`src/rtl/mipi_csi_packet_extractor.sv`:
```
// -----------------------------------------------------------------------------
// mipi_csi_packet_extractor
//
// Sits between the lane aligner and the RAW unpackers in the MIPI byte-clock
// domain. It strips the CSI-2 long-packet header and CRC footer for 1, 2 or 4
// lanes. It filters long packets by data type and virtual channel. It marks the
// valid bytes of the final payload word with a per-byte enable. It also turns
// frame/line short packets into single-cycle strobes and flags payloads cut
// short by an early drop of data valid.
//
// Parameters
//   LANES           lane count (1, 2 or 4); data width is 8*LANES
//   DT_ACCEPT_MASK  bit n set accepts long-packet data type n
//   VC_ACCEPT_MASK  bit n set accepts virtual channel n
//
// Ports
//   clk_i           MIPI byte clock
//   reset_n_i       synchronous active-low reset
//   data_valid_i    lane-aligned data valid
//   data_i          aligned bytes, lane 0 = [7:0] = earliest byte
//   output_valid_o  data_o carries at least one payload byte
//   data_o          payload bytes, same byte order as data_i
//   byte_en_o       per-byte valid for data_o, bit 0 = lane 0
//   packet_type_o   data type of the current/last accepted long packet
//   vc_o            virtual channel of the current/last accepted long packet
//   word_count_o    word count of the current/last accepted long packet
//   frame_start_o   FS short-packet strobe
//   frame_end_o     FE short-packet strobe
//   line_start_o    LS short-packet strobe
//   line_end_o      LE short-packet strobe
//   frame_active_o  high between an accepted FS and its FE
//   trunc_err_o     pulse when an accepted payload ends before its last byte
//
// State  | meaning
// -------+------------------------------------------------------------------
// IDLE   | looking for the B8 sync byte in lane 0
// HDR    | collecting the 4 header bytes over 4/LANES beats
// PAYLOAD| forwarding payload bytes of an accepted long packet, then its CRC
// SKIP   | consuming payload and CRC of a rejected long packet silently
// -----------------------------------------------------------------------------
module mipi_csi_packet_extractor #(
    parameter int          LANES          = 4,
    parameter logic [63:0] DT_ACCEPT_MASK = 64'h0000_3C00_0000_0000,
    parameter logic [3:0]  VC_ACCEPT_MASK = 4'hF
) (
    input  logic               clk_i,
    input  logic               reset_n_i,
    input  logic               data_valid_i,
    input  logic [8*LANES-1:0] data_i,
    output logic               output_valid_o,
    output logic [8*LANES-1:0] data_o,
    output logic [LANES-1:0]   byte_en_o,
    output logic [5:0]         packet_type_o,
    output logic [1:0]         vc_o,
    output logic [15:0]        word_count_o,
    output logic               frame_start_o,
    output logic               frame_end_o,
    output logic               line_start_o,
    output logic               line_end_o,
    output logic               frame_active_o,
    output logic               trunc_err_o
);

    localparam int          DW        = 8 * LANES;
    localparam int          HDR_BEATS = 4 / LANES;
    localparam logic [1:0]  HDR_LAST  = 2'(HDR_BEATS - 1);
    localparam logic [16:0] LANES_W   = 17'(LANES);

    typedef enum logic [1:0] {
        S_IDLE    = 2'd0,
        S_HDR     = 2'd1,
        S_PAYLOAD = 2'd2,
        S_SKIP    = 2'd3
    } state_t;

    state_t state_q;

    // Input stage
    logic [DW-1:0] d1_q;
    logic          v1_q;

    // Header assembly and payload byte accounting
    logic [31:0]      hdr_q;
    logic [31:0]      hdr_d;
    logic [1:0]       hdr_cnt_q;
    logic             hdr_done;
    logic [16:0]      rem_q;
    logic [16:0]      rem_d;
    logic [16:0]      avail;
    logic [16:0]      nbytes;
    logic [LANES-1:0] be_d;
    logic [5:0]       dt_d;
    logic [1:0]       vc_d;
    logic [15:0]      wc_d;
    logic             dt_ok;
    logic             vc_ok;

    // Registered outputs
    logic             out_valid_q;
    logic [DW-1:0]    data_q;
    logic [LANES-1:0] be_q;
    logic [5:0]       ptype_q;
    logic [1:0]       vc_q;
    logic [15:0]      wc_q;
    logic             fs_q;
    logic             fe_q;
    logic             ls_q;
    logic             le_q;
    logic             frame_act_q;
    logic             trunc_q;

    always_comb begin
        // New bytes enter at the top so the earliest byte ends up in [7:0]
        // once all header beats have been shifted in.
        hdr_d    = (hdr_q >> DW) | (32'(d1_q) << (32 - DW));
        hdr_done = (hdr_cnt_q == HDR_LAST);
        dt_d     = hdr_d[5:0];
        vc_d     = hdr_d[7:6];
        wc_d     = hdr_d[23:8];
        dt_ok    = DT_ACCEPT_MASK[dt_d];
        vc_ok    = VC_ACCEPT_MASK[vc_d];

        // rem counts payload plus the 2 CRC bytes still to come, so payload
        // bytes in this beat are whatever precedes the last two.
        avail  = (rem_q > 17'd2) ? (rem_q - 17'd2) : 17'd0;
        nbytes = (avail > LANES_W) ? LANES_W : avail;
        rem_d  = (rem_q > LANES_W) ? (rem_q - LANES_W) : 17'd0;

        be_d = '0;
        for (int i = 0; i < LANES; i++) begin
            be_d[i] = (17'(i) < nbytes);
        end
    end

    always_ff @(posedge clk_i) begin
        if (!reset_n_i) begin
            state_q     <= S_IDLE;
            d1_q        <= '0;
            v1_q        <= 1'b0;
            hdr_q       <= '0;
            hdr_cnt_q   <= '0;
            rem_q       <= '0;
            out_valid_q <= 1'b0;
            data_q      <= '0;
            be_q        <= '0;
            ptype_q     <= '0;
            vc_q        <= '0;
            wc_q        <= '0;
            fs_q        <= 1'b0;
            fe_q        <= 1'b0;
            ls_q        <= 1'b0;
            le_q        <= 1'b0;
            frame_act_q <= 1'b0;
            trunc_q     <= 1'b0;
        end else begin
            d1_q        <= data_i;
            v1_q        <= data_valid_i;
            data_q      <= d1_q;
            out_valid_q <= 1'b0;
            be_q        <= '0;
            fs_q        <= 1'b0;
            fe_q        <= 1'b0;
            ls_q        <= 1'b0;
            le_q        <= 1'b0;
            trunc_q     <= 1'b0;

            case (state_q)
                S_IDLE: begin
                    hdr_cnt_q <= '0;
                    if (v1_q && (d1_q[7:0] == 8'hB8)) begin
                        state_q <= S_HDR;
                    end
                end

                S_HDR: begin
                    if (!v1_q) begin
                        state_q <= S_IDLE;
                    end else begin
                        hdr_q <= hdr_d;
                        if (!hdr_done) begin
                            hdr_cnt_q <= hdr_cnt_q + 2'd1;
                        end else begin
                            hdr_cnt_q <= '0;
                            if (dt_d <= 6'h0F) begin
                                state_q <= S_IDLE;
                                if (vc_ok) begin
                                    case (dt_d)
                                        6'h00: begin
                                            fs_q        <= 1'b1;
                                            frame_act_q <= 1'b1;
                                        end
                                        6'h01: begin
                                            fe_q        <= 1'b1;
                                            frame_act_q <= 1'b0;
                                        end
                                        6'h02:   ls_q <= 1'b1;
                                        6'h03:   le_q <= 1'b1;
                                        default: ;
                                    endcase
                                end
                            end else begin
                                rem_q <= {1'b0, wc_d} + 17'd2;
                                if (dt_ok && vc_ok) begin
                                    ptype_q <= dt_d;
                                    vc_q    <= vc_d;
                                    wc_q    <= wc_d;
                                    state_q <= S_PAYLOAD;
                                end else begin
                                    state_q <= S_SKIP;
                                end
                            end
                        end
                    end
                end

                S_PAYLOAD, S_SKIP: begin
                    if (!v1_q) begin
                        // Only a loss of real payload bytes counts as
                        // truncation; a lost CRC alone does not.
                        if ((state_q == S_PAYLOAD) && (rem_q > 17'd2)) begin
                            trunc_q <= 1'b1;
                        end
                        state_q <= S_IDLE;
                    end else begin
                        rem_q <= rem_d;
                        if (state_q == S_PAYLOAD) begin
                            out_valid_q <= (nbytes != 17'd0);
                            be_q        <= be_d;
                        end
                        if (rem_q <= LANES_W) begin
                            state_q <= S_IDLE;
                        end
                    end
                end

                default: state_q <= S_IDLE;
            endcase
        end
    end

    assign output_valid_o = out_valid_q;
    assign data_o         = data_q;
    assign byte_en_o      = be_q;
    assign packet_type_o  = ptype_q;
    assign vc_o           = vc_q;
    assign word_count_o   = wc_q;
    assign frame_start_o  = fs_q;
    assign frame_end_o    = fe_q;
    assign line_start_o   = ls_q;
    assign line_end_o     = le_q;
    assign frame_active_o = frame_act_q;
    assign trunc_err_o    = trunc_q;

endmodule

```
`config.mk`:
```
export PLATFORM = sky130hd
export DESIGN_NAME = mipi_csi_packet_extractor
export DESIGN_NICKNAME = d
export VERILOG_FILES = /design/src/rtl/mipi_csi_packet_extractor.sv
export SDC_FILE = /design/constraint.sdc
export NUM_CORES = 1
export LEC_CHECK = 0
export BUFFER_PORTS_ARGS = -buffer_cell sky130_fd_sc_hd__buf_2
export CAP_MARGIN = 15
export CELL_PAD_IN_SITES_DETAIL_PLACEMENT = 1
export CELL_PAD_IN_SITES_GLOBAL_PLACEMENT = 2
export CORE_MARGIN = 1.5
export CORE_UTILIZATION = 35
export DETAILED_ROUTE_END_ITERATION = 8
export PLACE_DENSITY_LB_ADDON = 0.1
export SLEW_MARGIN = 30
export SYNTH_ARGS = -nofsm -noshare
export SYNTH_HDL_FRONTEND = slang
export SYNTH_SLANG_ARGS = --single-unit
```
`constraint.sdc`:
```
create_clock -name clk_i -period 3.4 [get_ports clk_i]
set_input_delay 0.17 -clock clk_i [delete_from_list [all_inputs] [get_ports clk_i]]
set_output_delay 0.17 -clock clk_i [all_outputs]
set_load 0.02 [all_outputs]
```
# --- Word level (Yosys, flattened, before mapping) ---
# Memory sizes are Yosys's and may differ from the RTL's. A register that Yosys moved wholly into a read port is not among the register bits.
# Cells that the tools add are included.
# W data, S select, Z words.
word_totals:
  mem_bits_ro: 64
  n_memories: 1
  wordCells: 98
  out_inout_bits: 67
  inputBits: 35
  reg_bits: 121
mem_list:
  columns: ["name", "words", "width", "read_ports", "rd_ports_with_merged_regs", "wr", "line_no", "rtl"]
  rows:
  - ["(name not given)", 64, 1, 1, 1, 0, "120", "dt_ok = DT_ACCEPT_MASK[dt_d];"]
classes:
  n_mux: 29
  bitwise: 3
  addsub: 4
  order_cmp: 11
  eq_ne: 14
  reduce_logical: 19
op_table:
  columns: ["cell", "n"]
  rows:
  - ["$mux W17", 7]
  - ["$gt A17 B3 Y1 const B", 2]
  - ["$lt A1 B17 Y1 const A", 2]
  - ["$lt A2 B17 Y1 const A", 2]
  - ["$pmux W17 S2", 1]
  - ["$add A16 B2 Y17 const B", 1]
  - ["$gt A17 B2 Y1 const B", 1]
  - ["$le A17 B3 Y1 const B", 1]
  - ["$reduce_bool A17 Y1", 1]
  - ["$sub A17 B2 Y17 const B", 1]
  - ["$sub A17 B3 Y17 const B", 1]
  - ["$mux W2", 8]
  - ["$eq A6 B2 Y1 const B", 2]
  - ["$reduce_and A6 Y1", 2]
  - ["$ne A2 B2 Y1 const B", 5]
  - ["$reduce_and A5 Y1", 2]
  - ["$eq A8 B8 Y1 const B", 1]
  - ["$mux W1", 8]
  - ["$lt A6 B7 Y1 const B", 1]
  - ["$eq A6 B1 Y1 const B", 1]
  - ["$le A6 B4 Y1 const B", 1]
  - ["$logic_not A6 Y1", 1]
  - ["$mux W6", 1]
  - ["$ne A3 B3 Y1 const B", 2]
  - ["17 further kinds", 25]

# --- Longest topological paths before layout ---
logic_depth:
  word_depth: 8
  mapped_depth: 9
  ltp_nobuf: 8

# --- Least setup slack after synthesis ---
# Ideal clock, no wire load.
synth_path:
  path_kind: "reg2reg"
  startpoint: "register rem_q[2]"
  endpoint: "register be_q[2], in the netlist byte_en_o[2]"
  path_slack_ns: 1.290
  t_required_ns: 3.264
  arrival_time_ns: 1.974
  path_buffers: 0
  setup_ns: 0.136
  path_stages_with_launch: 9
  period_less_slack_ns: 2.110
  cell_sequence: "dfxtp_1 inv_1 ha_1 or3b_4 a2111o_1 a22oi_2 nand3_1 nor3_2 o32ai_1"
synth_between:
  elab_chain_len: 5
  word_cells_on_any_way: 6
  cone_classes: "add/sub: 1; order compare: 3; mux: 2"
synth_lines:
  columns: ["item", "line_no", "rtl"]
  rows:
  - ["from (decl)", "87", "logic [16:0] rem_q;"]
  - ["from (signal assigned)", "202", "rem_q <= {1'b0, wc_d} + 17'd2;"]
  - ["from (signal assigned)", "225", "rem_q <= rem_d;"]
  - ["$sub A17 B2 Y17 or $gt A17 B2 Y1 (tied branches)", "125", "avail = (rem_q > 17'd2) ? (rem_q - 17'd2) : 17'd0;"]
  - ["$mux W17 (*)", "125", null]
  - ["$gt A17 B3 Y1", "126", "nbytes = (avail > LANES_W) ? LANES_W : avail;"]
  - ["$mux W17 (*)", "126", null]
  - ["$lt A2 B17 Y1 (*)", "131", "be_d[i] = (17'(i) < nbytes);"]
  - ["to (signal assigned)", "145", "be_q <= '0;"]
  - ["to (signal assigned)", "160", "be_q <= '0;"]
  - ["to (signal assigned)", "228", "be_q <= be_d;"]
  - ["to (decl)", "101", "logic [LANES-1:0] be_q;"]
# Every way passes the cells marked *; elsewhere a longest branch is shown, timed or not.
# A chain may end at the register's enable or synchronous reset.

# --- Worst setup path in the final report ---
layout_path:
  startpoint: "register rem_q[2]"
  endpoint: "register out_valid_q, in the netlist output_valid_o"
layout_between:
  elab_chain_len: 5
  word_cells_on_any_way: 6
  cone_classes: "add/sub: 1; order compare: 2; mux: 2; reduce/logical: 1"
layout_lines:
  columns: ["item", "line_no", "rtl"]
  rows:
  - ["$sub A17 B2 Y17 or $gt A17 B2 Y1 (tied branches)", "125", null]
  - ["$mux W17 (*)", "125", null]
  - ["$gt A17 B3 Y1", "126", null]
  - ["$mux W17 (*)", "126", null]
  - ["$reduce_bool A17 Y1 (*)", "227", "out_valid_q <= (nbytes != 17'd0);"]
  - ["to (signal assigned)", "227", null]
  - ["to (decl)", "99", "logic out_valid_q;"]
# Marks and branches as above.

==> impl_summary.md <==
Status
The run finished with clean final reports.

Floorplanning
The initialized floorplan defines 42 standard-cell rows. The die span in y is between 100 and 150 µm. The floorplan die area is 14170 µm². The horizontal die dimension is 119.0 µm. The number of I/O pins is between 100 and 150. In this run the standard cell core region covers between 10000 and 15000 µm².

The effective utilization at floorplan is 0.3573.

Logic synthesis
In this run, distinct cell masters in the synthesized netlist total 56. For this run, the leading register cell type out of synthesis is sky130_fd_sc_hd__dfxtp_1. The average cell area after synthesis is 9.152 µm². Synthesis produced ~520 cells. The async set-or-reset flop fraction in the synthesized netlist is 0.

The count of state elements after synthesis is 122. After synthesis the cells add up to approximately 4700 µm². The number of synthesized flops with an enable pin is 0. The number of synthesis warnings is 0.

For this run, the register share of the synthesized area comes to 0.5182. Synthesis produced a netlist with a net count of 558.

Timing
The final critical delay including setup and external delays is 2436 ps. Setup repair after global routing left no endpoint under its margin. The worst max-slew margin expressed relative to the limit is 0.3884. The final critical-path setup slack is just under 1000 ps.

At the pin with the least slew margin, the transition time is 915.2 ps. The max-slew violation count is 0. The final hold slack is about 270 ps. The final-report setup violation count is 0.

The count of endpoints failing hold in the final timing report is 0. The final setup TNS is 0 ps. On the final layout, the worst clock skew is roughly 6 ps.

The share of the clock period used by the worst path after layout is 0.7165. The maximum clock frequency is 410.5 MHz.

GRT
The initial antenna violation count is 0. The aggregate global-route resource usage is 0.1955. The number of global-route vias before repair is a little over 4000. The wire length of the first global-routing pass is between 20 and 25 mm.

After global routing the overflow that remains totals 0. Entering global routing, the biggest net connects between 70 and 80 pins.

Power and ir drop
For this design the static power due to leakage is ~2.7 nW. The largest vdd supply drop is 0.0003186 V. The power density relative to cell area is 551.4 nW/µm².

Setup path
In this run the register-to-register setup slack is 960 ps. The worst setup path endpoint is output_valid_o. The delay of the slowest cell on the worst path is 420 ps. Walking the worst path, the cells encountered are inv_1, ha_1, or3b_4, a2111o_1, a22oi_2, nand3_1, nor3_2, a31oi_1. In this run the worst path has a maximum fanout of 6. The endpoint class of the critical path is a flop. The critical path startpoint is rem_q[2].

The cell count of the worst reg-to-reg path is 8. The worst setup path is of the reg -> reg kind. The worst register-to-register path begins at rem_q[2].

The worst register-to-register path ends at output_valid_o. The required arrival time at the worst endpoint is ~3700 ps. The signal arrival time at the worst endpoint is ~2700 ps. The worst setup path is launched from a flop. The slowest library cell on the worst path is sky130_fd_sc_hd__or3b_4.

Layout
The antenna diode count is 0. Of the cells placed in the final design, the portion with a size suffix greater than 1 is 0.2221. The final standard cell area without fillers is roughly 6300 µm². Summing all multi-input logic gate instances after layout gives between 2000 and 2500 µm². From synthesis to final layout, the design area changed by 32.73%. Leaving out fill and tap cells, the most frequent cell in the layout is sky130_fd_sc_hd__dfxtp_1. In the layout the commonest cells are sky130_fd_sc_hd__dfxtp_1, sky130_fd_sc_hd__buf_2, sky130_fd_sc_hd__nand2_1.

The filler cells instantiated in the layout total about 1500. Summing all flip-flop and latch instances after layout gives approximately 2400 µm². In the final design database the tool counted about 680 nets.

Routing
The per-cell via count in the routed design is 4.913. The count of nets left with antenna violations after detail routing is 0. The DRC violation total after the first TritonRoute iteration is 180. Dividing the detail-routed wire length by the instance count gives about 16 µm. The total DRC errors in the routed layout is 0. The iteration count of the initial detailed-routing pass is 4.

Summing over every cut layer, the via total after detailed routing is just over 4000. Wires add up to 13.30 mm.

Clock tree
The clock passes through at most 2 buffers. The number of clock buffers added by TritonCTS is 17. After clock tree synthesis, the repair step resized 0 gates.

The CTS tree is yes. The clock-pin slew reported for the worst setup and hold paths after clock tree synthesis is ~50 ps. The count of H-tree levels built during CTS is 4. Clock latency on the worst-skew pair, taken at its later pin, is approximately 420 ps. CTS saw between 100 and 150 sinks.

CTS placed an instance of sky130_fd_sc_hd__clkbuf_16 at the clock tree root.

Hold path
The worst hold path belongs to the class in -> reg. The startpoint of the lowest-slack hold path is reset_n_i.

Placement
Port buffering added about 100 buffers. The final HPWL from detailed placement is between 9 and 10 mm. Prior to clock tree synthesis, the placed netlist has a worst setup slack of 990.5 ps. The placed cell area is between 5000 and 6000 µm². The global placer's final weighted congestion is between 0.7 and 0.8.

Job
The tool flagged a number of max-cap violations equal to 0.
-- critical path, delay by kind of cell, from the launching register on --
kind | cells | cell delay [ps]
AOI/OAI and AO/OA | 3 | 690
adders and majority gates | 1 | 260
DFF | 1 | 340
and+or+nand+nor | 3 | 810
buffers and inverters | 1 | 200
-- synth_stat cells (2+ instances only) --
master | number | share of area
sky130_fd_sc_hd__nand2_1 | 67 | 0.053
sky130_fd_sc_hd__o32ai_1 | 4 | 0.0074
sky130_fd_sc_hd__xnor2_1 | 9 | 0.017
sky130_fd_sc_hd__and4_1 | 2 | 0.0037
sky130_fd_sc_hd__nor3_1 | 10 | 0.011
sky130_fd_sc_hd__or4_1 | 2 | 0.0032
sky130_fd_sc_hd__xor2_1 | 10 | 0.019
sky130_fd_sc_hd__buf_2 | 3 | 0.0032
sky130_fd_sc_hd__dfxtp_1 | 122 | 0.52
sky130_fd_sc_hd__buf_6 | 2 | 0.0048
sky130_fd_sc_hd__o22ai_1 | 6 | 0.0080
sky130_fd_sc_hd__or2_2 | 2 | 0.0027
sky130_fd_sc_hd__o31ai_1 | 2 | 0.0032
sky130_fd_sc_hd__a31oi_1 | 4 | 0.0053
sky130_fd_sc_hd__a22oi_1 | 3 | 0.0048
sky130_fd_sc_hd__nand4_1 | 7 | 0.0093
sky130_fd_sc_hd__inv_1 | 13 | 0.010
sky130_fd_sc_hd__ha_1 | 8 | 0.021
sky130_fd_sc_hd__a22o_1 | 5 | 0.0093
sky130_fd_sc_hd__and2_1 | 62 | 0.082
sky130_fd_sc_hd__clkbuf_1 | 26 | 0.021
sky130_fd_sc_hd__or3_1 | 4 | 0.0053
sky130_fd_sc_hd__nor2_1 | 37 | 0.029
sky130_fd_sc_hd__a32o_1 | 4 | 0.0085
sky130_fd_sc_hd__and3_1 | 3 | 0.0040
sky130_fd_sc_hd__nor4_1 | 4 | 0.0053
sky130_fd_sc_hd__nor2b_1 | 3 | 0.0040
sky130_fd_sc_hd__o21ai_0 | 23 | 0.024
sky130_fd_sc_hd__a21oi_1 | 29 | 0.031
sky130_fd_sc_hd__nand3_1 | 13 | 0.014
-- stage by stage --
stage          utilization  power [mW]  std cells
2_1_floorplan            -       1.592        515
3_3_place_gp        0.4044       1.651        765
3_5_place_dp        0.4044       1.654        765
4_1_cts             0.4743       3.496        829
5_1_grt             0.4743       3.575        829
6_report            0.4743       3.450        829
-- worst min path at each step --
| stage | cells past startpoint | slack (ps) | end |
|---|---|---|---|
| detailed placement | 2 | 380 | d1_q[9] |
| floorplan | 1 | 300 | d1_q[0] |
| global route | 3 | 270 | rem_q[3] |
| global placement | 2 | 370 | v1_q |
| CTS | 3 | 250 | rem_q[3] |
| finish | 3 | 270 | hdr_cnt_q[1] |
-- routing by layer --
layer / part of all wire / up-vias / GRT usage / wire (µm)
li1: - / 2003 / - / -
met2: 0.46 / 101 / 0.3046 / 6146
met5: 0 / - / 0 / 0
met1: 0.46 / 1950 / 0.2458 / 6093
met4: 0.021 / 0 / 0.08660 / 278
met3: 0.059 / 19 / 0.06513 / 778
-- state kept, by name, indices dropped and copies added, names as in the netlist --
register	cells
byte_en_o	4
data_o	32
packet_type_o	6
frame_end_o	1
v1_q	1
hdr_cnt_q	2
frame_start_o	1
trunc_err_o	1
line_end_o	1
state_q	2
rem_q	17
vc_o	2
word_count_o	16
output_valid_o	1
line_start_o	1
dt_ok	1
frame_active_o	1
d1_q	32
-- repair_timing --
action,CTS,global route
setup buffers,0,0
setup endpoints to repair,0,0
endpoints found under the hold margin,33,0
hold buffers,33,0
-- where the power goes --
group | switching [mW] | internal, mW
sequential | 0.0297 | 1.47
clock | 0.632 | 1.17
combinational | 0.0765 | 0.0781
total | 0.738 | 2.71
-- logic make-up (layout without fill, tap and decap cells) --
logic type | count (synthesis) | count (layout) | synth area share
and+or+nand+nor | 226 | 226 | 0.2511
DFF | 122 | 122 | 0.5182
AOI/OAI and AO/OA | 95 | 95 | 0.1335
buffers and inverters | 45 | 183 | 0.04062
xor gates and xnor gates | 19 | 19 | 0.03531
adders and majority gates | 8 | 8 | 0.02124
-- cell type report --
cell class / count / share of cell area
clock buffer: 20 / 0.07140
clock inverter: 11 / 0.02320
tap: 176 / 0.03520
timing repair buffer: 139 / 0.1396
sequential: 122 / 0.3904
inverter: 13 / 0.007800
multi-input combinational: 348 / 0.3324
Power figures use the tool's default switching activity.
